## src/rtl/seven_seg_pkg.sv

```systemverilog
// Shared constants for the seven-segment bus reader: segment patterns, digit codes, pin order.
package seven_seg_pkg;

  localparam logic [6:0] SEG_0 = 7'b1111110;
  localparam logic [6:0] SEG_1 = 7'b0110000;
  localparam logic [6:0] SEG_2 = 7'b1101101;
  localparam logic [6:0] SEG_3 = 7'b1111001;
  localparam logic [6:0] SEG_4 = 7'b0110011;
  localparam logic [6:0] SEG_5 = 7'b1011011;
  localparam logic [6:0] SEG_6 = 7'b1011111;
  localparam logic [6:0] SEG_7 = 7'b1110000;
  localparam logic [6:0] SEG_8 = 7'b1111111;
  localparam logic [6:0] SEG_9 = 7'b1111011;

  localparam logic [3:0] DIG_BLANK = 4'hE;
  localparam logic [3:0] DIG_BAD   = 4'hF;

  localparam int unsigned SEG_A = 6;
  localparam int unsigned SEG_B = 5;
  localparam int unsigned SEG_C = 4;
  localparam int unsigned SEG_D = 3;
  localparam int unsigned SEG_E = 2;
  localparam int unsigned SEG_F = 1;
  localparam int unsigned SEG_G = 0;

  typedef enum logic {
    OUT_IDLE,
    OUT_BUSY
  } out_state_e;

endpackage

```

## src/rtl/seg_to_digit.sv

```systemverilog
// Combinational decode of a 7-bit segment pattern (a..g) into a digit code, blank or bad.
module seg_to_digit
  import seven_seg_pkg::*;
(
  input  logic [6:0] seg,
  output logic [3:0] digit
);

  logic [6:0] pat;

  always_comb begin
    pat = {seg[SEG_A], seg[SEG_B], seg[SEG_C], seg[SEG_D], seg[SEG_E], seg[SEG_F], seg[SEG_G]};
    case (pat)
      SEG_0:      digit = 4'd0;
      SEG_1:      digit = 4'd1;
      SEG_2:      digit = 4'd2;
      SEG_3:      digit = 4'd3;
      SEG_4:      digit = 4'd4;
      SEG_5:      digit = 4'd5;
      SEG_6:      digit = 4'd6;
      SEG_7:      digit = 4'd7;
      SEG_8:      digit = 4'd8;
      SEG_9:      digit = 4'd9;
      7'b0000000: digit = DIG_BLANK;
      default:    digit = DIG_BAD;
    endcase
  end

endmodule

```

## src/rtl/seven_segment_reader.sv

```systemverilog
// Reads a scanned 7-segment bus back into debounced {position, digit} change events.
// Define SEVEN_SEG_READER_ACTIVE_LOW_EN for common-anode boards (inputs inverted before sync).
module seven_segment_reader
  import seven_seg_pkg::*;
#(
  parameter int unsigned NUM_DIGITS    = 4,
  parameter int unsigned SETTLE_CYCLES = 16,
  parameter int unsigned MATCH_COUNT   = 3
) (
  input  logic                          clk,
  input  logic                          reset,
  input  logic [6:0]                    seg_in,
  input  logic [NUM_DIGITS-1:0]         sel_in,
  output logic                          out_valid,
  input  logic                          out_ready,
  output logic [$clog2(NUM_DIGITS)-1:0] out_idx,
  output logic [3:0]                    out_digit,
  output logic                          sel_err
);

  localparam int unsigned IDX_W = $clog2(NUM_DIGITS);
  localparam int unsigned CNT_W = $clog2(SETTLE_CYCLES + 1);
  localparam int unsigned MCH_W = $clog2(MATCH_COUNT + 1);

  logic [6:0]            seg_raw, seg_s1, seg_s2, seg_prev;
  logic [NUM_DIGITS-1:0] sel_raw, sel_s1, sel_s2, sel_prev;
  logic [CNT_W-1:0]      settle_cnt;
  logic                  stable, fire, sel_onehot, sel_multi, sample_en;
  logic [IDX_W-1:0]      sample_idx, pend_idx;
  logic [3:0]            code;
  logic                  hit, commit, launch;
  logic [MCH_W-1:0]      match_nxt;
  logic [NUM_DIGITS-1:0] dirty, dirty_set, dirty_clr;
  logic [3:0]            cand      [NUM_DIGITS];
  logic [MCH_W-1:0]      match     [NUM_DIGITS];
  logic [3:0]            committed [NUM_DIGITS];
  out_state_e            out_state;

`ifdef SEVEN_SEG_READER_ACTIVE_LOW_EN
  assign seg_raw = ~seg_in;
  assign sel_raw = ~sel_in;
`else
  assign seg_raw = seg_in;
  assign sel_raw = sel_in;
`endif

  always_ff @(posedge clk or posedge reset) begin
    if (reset) begin
      seg_s1   <= '0;
      seg_s2   <= '0;
      seg_prev <= '0;
      sel_s1   <= '0;
      sel_s2   <= '0;
      sel_prev <= '0;
    end else begin
      seg_s1   <= seg_raw;
      seg_s2   <= seg_s1;
      seg_prev <= seg_s2;
      sel_s1   <= sel_raw;
      sel_s2   <= sel_s1;
      sel_prev <= sel_s2;
    end
  end

  // Sampling on the 0->SETTLE transition gives exactly one sample per stable window.
  assign stable     = (seg_s2 == seg_prev) && (sel_s2 == sel_prev);
  assign fire       = stable && (settle_cnt == CNT_W'(SETTLE_CYCLES - 1));
  assign sel_onehot = (sel_s2 != '0) && ((sel_s2 & (sel_s2 - 1'b1)) == '0);
  assign sel_multi  = (sel_s2 != '0) && !sel_onehot;
  assign sample_en  = fire && sel_onehot;

  always_ff @(posedge clk or posedge reset) begin
    if (reset) begin
      settle_cnt <= '0;
      sel_err    <= 1'b0;
    end else begin
      if (!stable)
        settle_cnt <= '0;
      else if (settle_cnt != CNT_W'(SETTLE_CYCLES))
        settle_cnt <= settle_cnt + 1'b1;
      if (fire && sel_multi)
        sel_err <= 1'b1;
    end
  end

  always_comb begin
    sample_idx = '0;
    for (int unsigned i = 0; i < NUM_DIGITS; i++)
      if (sel_s2[i]) sample_idx = IDX_W'(i);
  end

  seg_to_digit u_dec (
    .seg   (seg_s2),
    .digit (code)
  );

  always_comb begin
    hit       = (code == cand[sample_idx]);
    match_nxt = !hit ? MCH_W'(1) :
                (match[sample_idx] == MCH_W'(MATCH_COUNT)) ? match[sample_idx] :
                match[sample_idx] + 1'b1;
    commit    = sample_en && (match_nxt == MCH_W'(MATCH_COUNT)) && (code != committed[sample_idx]);
    dirty_set = '0;
    if (commit) dirty_set[sample_idx] = 1'b1;
  end

  always_comb begin
    pend_idx = '0;
    for (int unsigned i = NUM_DIGITS; i > 0; i--)
      if (dirty[i-1]) pend_idx = IDX_W'(i - 1);
    launch    = (out_state == OUT_IDLE) && (dirty != '0);
    dirty_clr = '0;
    if (launch) dirty_clr[pend_idx] = 1'b1;
  end

  // A commit landing on the position being launched re-arms its dirty bit (set beats clear).
  always_ff @(posedge clk or posedge reset) begin
    if (reset) begin
      for (int unsigned i = 0; i < NUM_DIGITS; i++) begin
        cand[i]      <= DIG_BLANK;
        match[i]     <= '0;
        committed[i] <= DIG_BLANK;
      end
      dirty <= '0;
    end else begin
      if (sample_en) begin
        cand[sample_idx]  <= code;
        match[sample_idx] <= match_nxt;
        if (commit) committed[sample_idx] <= code;
      end
      dirty <= (dirty & ~dirty_clr) | dirty_set;
    end
  end

  always_ff @(posedge clk or posedge reset) begin
    if (reset) begin
      out_state <= OUT_IDLE;
      out_valid <= 1'b0;
      out_idx   <= '0;
      out_digit <= '0;
    end else begin
      case (out_state)
        OUT_IDLE:
          if (launch) begin
            out_state <= OUT_BUSY;
            out_valid <= 1'b1;
            out_idx   <= pend_idx;
            out_digit <= committed[pend_idx];
          end
        OUT_BUSY:
          if (out_ready) begin
            out_state <= OUT_IDLE;
            out_valid <= 1'b0;
          end
      endcase
    end
  end

endmodule

```

## config.mk

```make
export PLATFORM = sky130hd
export DESIGN_NAME = seven_segment_reader
export DESIGN_NICKNAME = d
export VERILOG_FILES = /design/src/rtl/seven_seg_pkg.sv /design/src/rtl/seg_to_digit.sv /design/src/rtl/seven_segment_reader.sv
export SDC_FILE = /design/constraint.sdc
export NUM_CORES = 1
export LEC_CHECK = 0
export ABC_AREA = 1
export BUFFER_PORTS_ARGS = -buffer_cell sky130_fd_sc_hd__buf_2
export CAP_MARGIN = 20
export CORE_ASPECT_RATIO = 1.4
export CORE_MARGIN = 2
export CORE_UTILIZATION = 60
export CTS_BUF_LIST = sky130_fd_sc_hd__clkbuf_4
export CTS_CLUSTER_DIAMETER = 200
export DETAILED_ROUTE_END_ITERATION = 16
export GPL_TIMING_DRIVEN = 0
export PLACE_DENSITY = 0.9
export SLEW_MARGIN = 20
export SYNTH_ARGS = -nofsm -noshare
export SYNTH_HDL_FRONTEND = slang
export SYNTH_HIERARCHICAL = 1
export SYNTH_SLANG_ARGS = --single-unit
```

## constraint.sdc

```tcl
create_clock -name clk -period 9.2 [get_ports clk]
set_input_delay 2.76 -clock clk [delete_from_list [all_inputs] [get_ports clk]]
set_output_delay 2.76 -clock clk [all_outputs]
set_load 0.01 [all_outputs]
```

## Yosys cells after proc, flatten, opt, wreduce, memory -nomap -nowiden

Cells that the tools add are included.

- Bitwise operators: 7
- Add/subtract/negate cells: 3
- Equal/unequal tests: 21
- Reductions and logical operators: 20
- Muxes and demuxes: 43
- Magnitude comparators: 7

Operator list:

| operator | count |
|---|---|
| 7-bit == test, second input constant | 8 |
| 4-bit one-hot mux with 11 select lines | 1 |
| 4-bit two-way mux | 9 |
| 16-bit bitwise mux | 2 |
| 4-bit binary-select mux with 2-bit select | 3 |
| 2-bit two-way mux | 11 |
| 7-bit by 6-bit == test with 1-bit output, second input constant | 2 |
| 1-bit logical AND | 12 |
| 5-bit two-way mux | 2 |
| 4-bit bitwise AND | 2 |
| 8-bit bitwise mux | 1 |
| 4-bit demux with 2-bit select | 1 |
| 4-bit == test | 2 |
| 4-bit nonzero test | 2 |
| 7-bit == test | 1 |
| 7-bit zero test | 1 |
| 1-bit two-way mux | 7 |
| 3-bit greater-or-equal comparator, second input constant | 2 |
| 2-bit by 3-bit less-than comparator with 1-bit output, second input constant | 2 |
| 2-bit inverter with 3-bit output | 2 |
| 2-bit AND reduction | 3 |
| 5-bit by 1-bit adder with 5-bit output, second input constant | 1 |
| 5-bit by 4-bit == test with 1-bit output, second input constant | 1 |
| 5-bit inequality test, second input constant | 1 |
| 17 further kinds | 22 |

- Bits in registers: 91
- Output and inout port bits: 8

## Logic depth before layout (Yosys ltp)

- Depth after elaboration: 15
- Mapped depth: 18
- Depth with buffers taken out: 18

## Cells and area by module

The synthesis kept the hierarchy.

By module, submodules not included:

| module | cells each | seq. area each (µm²) | area each (µm²) | instances |
|---|---|---|---|---|
| seven_segment_reader | 479 | 2307.2 | 4167.7 | 1 |
| seg_to_digit | 64 | 0.0 | 291.5 | 1 |

## Worst setup path after synthesis

No wires, ideal clock.

- Path kind: reg-to-output
- Start point: register out_digit[0]
- End point: output port out_digit[0]
- Path slack: 6.055 ns
- Stages on the path, launching flop included: 1
- Required time: 6.440 ns
- Data arrival time: 0.385 ns
- Path through: dfrtp_1

RTL lines:

| item | line | RTL |
|---|---|---|
| start, declared | seven_segment_reader.sv:17 | `output logic [3:0] out_digit,` |
| start signal, assigned | seven_segment_reader.sv:148 | `out_digit <= committed[pend_idx];` |

No word-level cell between the ends.

## Final worst setup path

- Start point: register sel_err
- End point: output port sel_err

RTL lines:

| item | line | RTL |
|---|---|---|
| start, declared | seven_segment_reader.sv:18 | `output logic sel_err` |
| start signal, assigned | seven_segment_reader.sv:75 | `sel_err <= 1'b0;` |
| start signal, assigned | seven_segment_reader.sv:82 | `sel_err <= 1'b1;` |

No word-level cell between the ends.

==> impl_metrics.json <==
{
  "detailed_place_hpwl_mm": 7.099,
  "vdd_drop_max_mv": 0.1339,
  "report.final.hold_viol_count": 0,
  "ys_dominant_reg_cell": "dfrtp_1",
  "route.detailed.wl_per_inst_um": 14.20,
  "synth-compound-area-share": 0.07183,
  "synthArstFlopShare": 1.000,
  "grt_setup_unrepaired": "no",
  "worst_setup_hold_path_clk_slew_ns": 0.15,
  "worstReg2RegStart": "seg_s2[5]",
  "timing.critical_path.arrival_ns": 1.04,
  "period_share": 0.4130,
  "power.leakage_nw": 2.429,
  "hold_start": "seg_s1[5]",
  "area_growth_pct": 9.203,
  "number_of_top_level_pins": 22,
  "status": "finished clean",
  "number_of_buffers_on_the_longest_clock_path": 2,
  "worst_hold_path_type": "flip-flop to flip-flop",
  "fraction_of_the_yosys_area_taken_by_sequential_cells": 0.5174,
  "ctsHtreeMaxLevel": 3,
  "ff2ff_path_depth": 18,
  "crit_path_max_fanout": 2,
  "wl_mm": 9.626,
  "crit_type": "flip-flop to output pin",
  "worstSetupStartpointType": "flip-flop",
  "dominant_combinational_cell_family_by_area_after_synthesis": "simple AND/OR/NAND/NOR gates",
  "clk_root_buffer_cell": "clkbuf_4",
  "synth_area_leader_cell": "dfrtp_1",
  "ys_seq_elements": 91,
  "mappedNetlistArea_sq_mm": 0.004459,
  "synthMuxAreaShare": 0,
  "cpLargestDelayFamily": "flip-flops",
  "num_vias": 3791,
  "synth-adder-area-share": 0.008418,
  "crit_path_cell_trace": "buf_2",
  "transition_at_the_pin_with_the_smallest_max_transition_slack_ns": 0.6128,
  "pre_cts_slack_ns": 5.709,
  "finClkSkew_ns": 0.02061,
  "floorplan.die.width_um": 76.86,
  "grt_first_pass_wirelength_mm": 16.64,
  "power_density_over_cell_area_mw_per_mm2": 145.5,
  "cts_tree": "built",
  "cts_setup_buffers": 0,
  "core_sq_mm": 0.007268,
  "min_period_ns": 3.800,
  "drt-initial-drc-count": 260,
  "detail_route.vias_per_cell": 5.591,
  "first_global_vias": 3790,
  "netlist_top_cells_area": "dfrtp_1 38%, nand2_1 14%, dfstp_2 14%",
  "regToRegSetupSlack_ns": 6.36,
  "final_nets": 593,
  "syn_nets": 560,
  "finalCoreUtilization": 0.6700,
  "die_h_um": 106.0,
  "count_of_different_cell_masters_after_synthesis": 34,
  "drive_above_1_share": 0.1962,
  "grt_remaining_overflow": 0,
  "synthCells": 543,
  "post_synth_xor_area_fraction": 0.01375,
  "worst_skew_pair.late_latency_ns": 0.48,
  "remaining_drc_errors": 0,
  "relSlewSlack": 0.5915,
  "synth_top_area_frac": 0.3760,
  "initial_antenna_violation_count": 0,
  "fin_ws_ns": 5.400,
  "synth_edf_count": 0,
  "largest_net_degree_at_the_start_of_global_routing": 58,
  "cts_made_buffers": 9,
  "synth_simple_gate_area_share": 0.3159,
  "drtPass1Iterations": 5,
  "fmax_mhz": 263.2,
  "cp.required_ns": 6.44,
  "detail-route-antenna-nets": 0,
  "ys.warnings.count": 6,
  "cp_num_buf_inv": 1,
  "number_of_diodes": 0,
  "r2r-end": "committed[0]",
  "total_of_max_cap_violations": 0,
  "cts.sink_count": 91,
  "worst_path_max_delay_cell": "dfrtp_1",
  "initial_utilization": 0.6135,
  "postCtsResizedCells": 0,
  "synthTopCellsByCount": "170 x nand2_1, 67 x dfrtp_1, 54 x inv_1, 43 x nor2_1, 37 x nand3_1",
  "peak_per_stage_delay_on_the_critical_path_ns": 0.42,
  "synth.most_common_cell": "nand2_1",
  "hold_path_end": "seg_s2[5]",
  "setup_crit_end_kind": "output pin",
  "buffer_ports.inserted": 21,
  "design.die.area_sq_mm": 0.008148,
  "syn-mean-instance-area_sq_um": 8.212,
  "place_congestion": 0.9097,
  "hold_critical_path_depth": 0,
  "setup_viol": 0,
  "final-max-slew-violation-count": 0,
  "setup_tns_ns": 0,
  "ctsHoldBuffers": 0,
  "rows": 37,
  "globalRouteTotalUtil": 0.2612
}
==> where the power goes <==
| group | internal (W) | total, W | switching [W] |
|---|---|---|---|
| clock network | 0.0000920 | 0.000239 | 0.000147 |
| logic | 0.0000163 | 0.0000538 | 0.0000375 |
| registers | 0.000408 | 0.000415 | 0.00000717 |
| total | 0.000517 | 0.000708 | 0.000192 |
==> area by class of cell <==
| type | instances | area [sq um] |
|---|---|---|
| inverter | 66 | 250.2 |
| sequential | 91 | 2307 |
| buffer | 13 | 76.32 |
| fill | 582 | 2399 |
| clock buffer | 10 | 75.07 |
| timing repair buffer | 22 | 132.6 |
| multi-input combinational | 373 | 1828 |
| tap | 97 | 121.4 |
| clock inverter | 6 | 78.83 |
==> cells in the final DEF (no fill, tap or decap), drive strengths merged <==
cell type    n
a21oi        9
or2          2
o21ai       39
nor4         1
a31oi        5
xnor2        6
nor3         6
nand3b       2
clkbuf      12
nor2        52
xor2         1
ha           3
inv         70
o221ai       3
a211oi       1
nand4       23
clkinv       1
nand2      178
and2         1
dfrtp       67
dfstp       24
nand3       40
buf         33
bufinv       1
a21o         1
==> logic make-up after synthesis <==
kind of cell	count (synthesis)
buf+inv	79
fa+ha+maj	3
simple gates	305
flops	91
xor+xnor	7
compound gates	58
==> registers in the layout, summed over array words and instances, names as in the netlist, 5 cells and up <==
name / flops
seg_prev: 7
committed: 16
seg_s2: 7
match: 8
cand: 16
seg_s1: 7
settle_cnt: 5
==> worst max path at each step <==
stage,from,endpoint,slack (ns),depth (start not counted)
after floorplan,reset,cand[0],4.12,1
after CTS,sel_err,sel_err,5.39,1
after detailed placement,reset,committed[13],5.71,3
after global routing,sel_err,sel_err,5.36,1
after global placement,reset,seg_s2[4],3.27,2
final,sel_err,sel_err,5.40,1
==> per-stage QoR <==
step / hold slack [ns] / total power [W] / cells / instance area (sq um)
2_1_floorplan: 0.3312 / 0.0004584 / 543 / 4459
3_3_place_gp: 0.3330 / 0.0004713 / 661 / 4686
3_5_place_dp: 0.3347 / 0.0004754 / 662 / 4716
4_1_cts: 0.3668 / 0.0007101 / 678 / 4870
5_1_grt: 0.3780 / 0.0007331 / 678 / 4870
6_report: 0.3652 / 0.0007083 / 678 / 4870
==> metal layers <==
layer | wire length [um] | GRT usage | part of all wire | up-vias
met2 | 4873 | 0.4436 | 0.51 | 151
met1 | 3820 | 0.3002 | 0.40 | 1778
li1 | - | - | - | 1810
met5 | 0 | 0 | 0 | -
met4 | 475 | 0.1623 | 0.049 | 0
met3 | 457 | 0.05433 | 0.047 | 52
(Power assumes the default switching activity.)
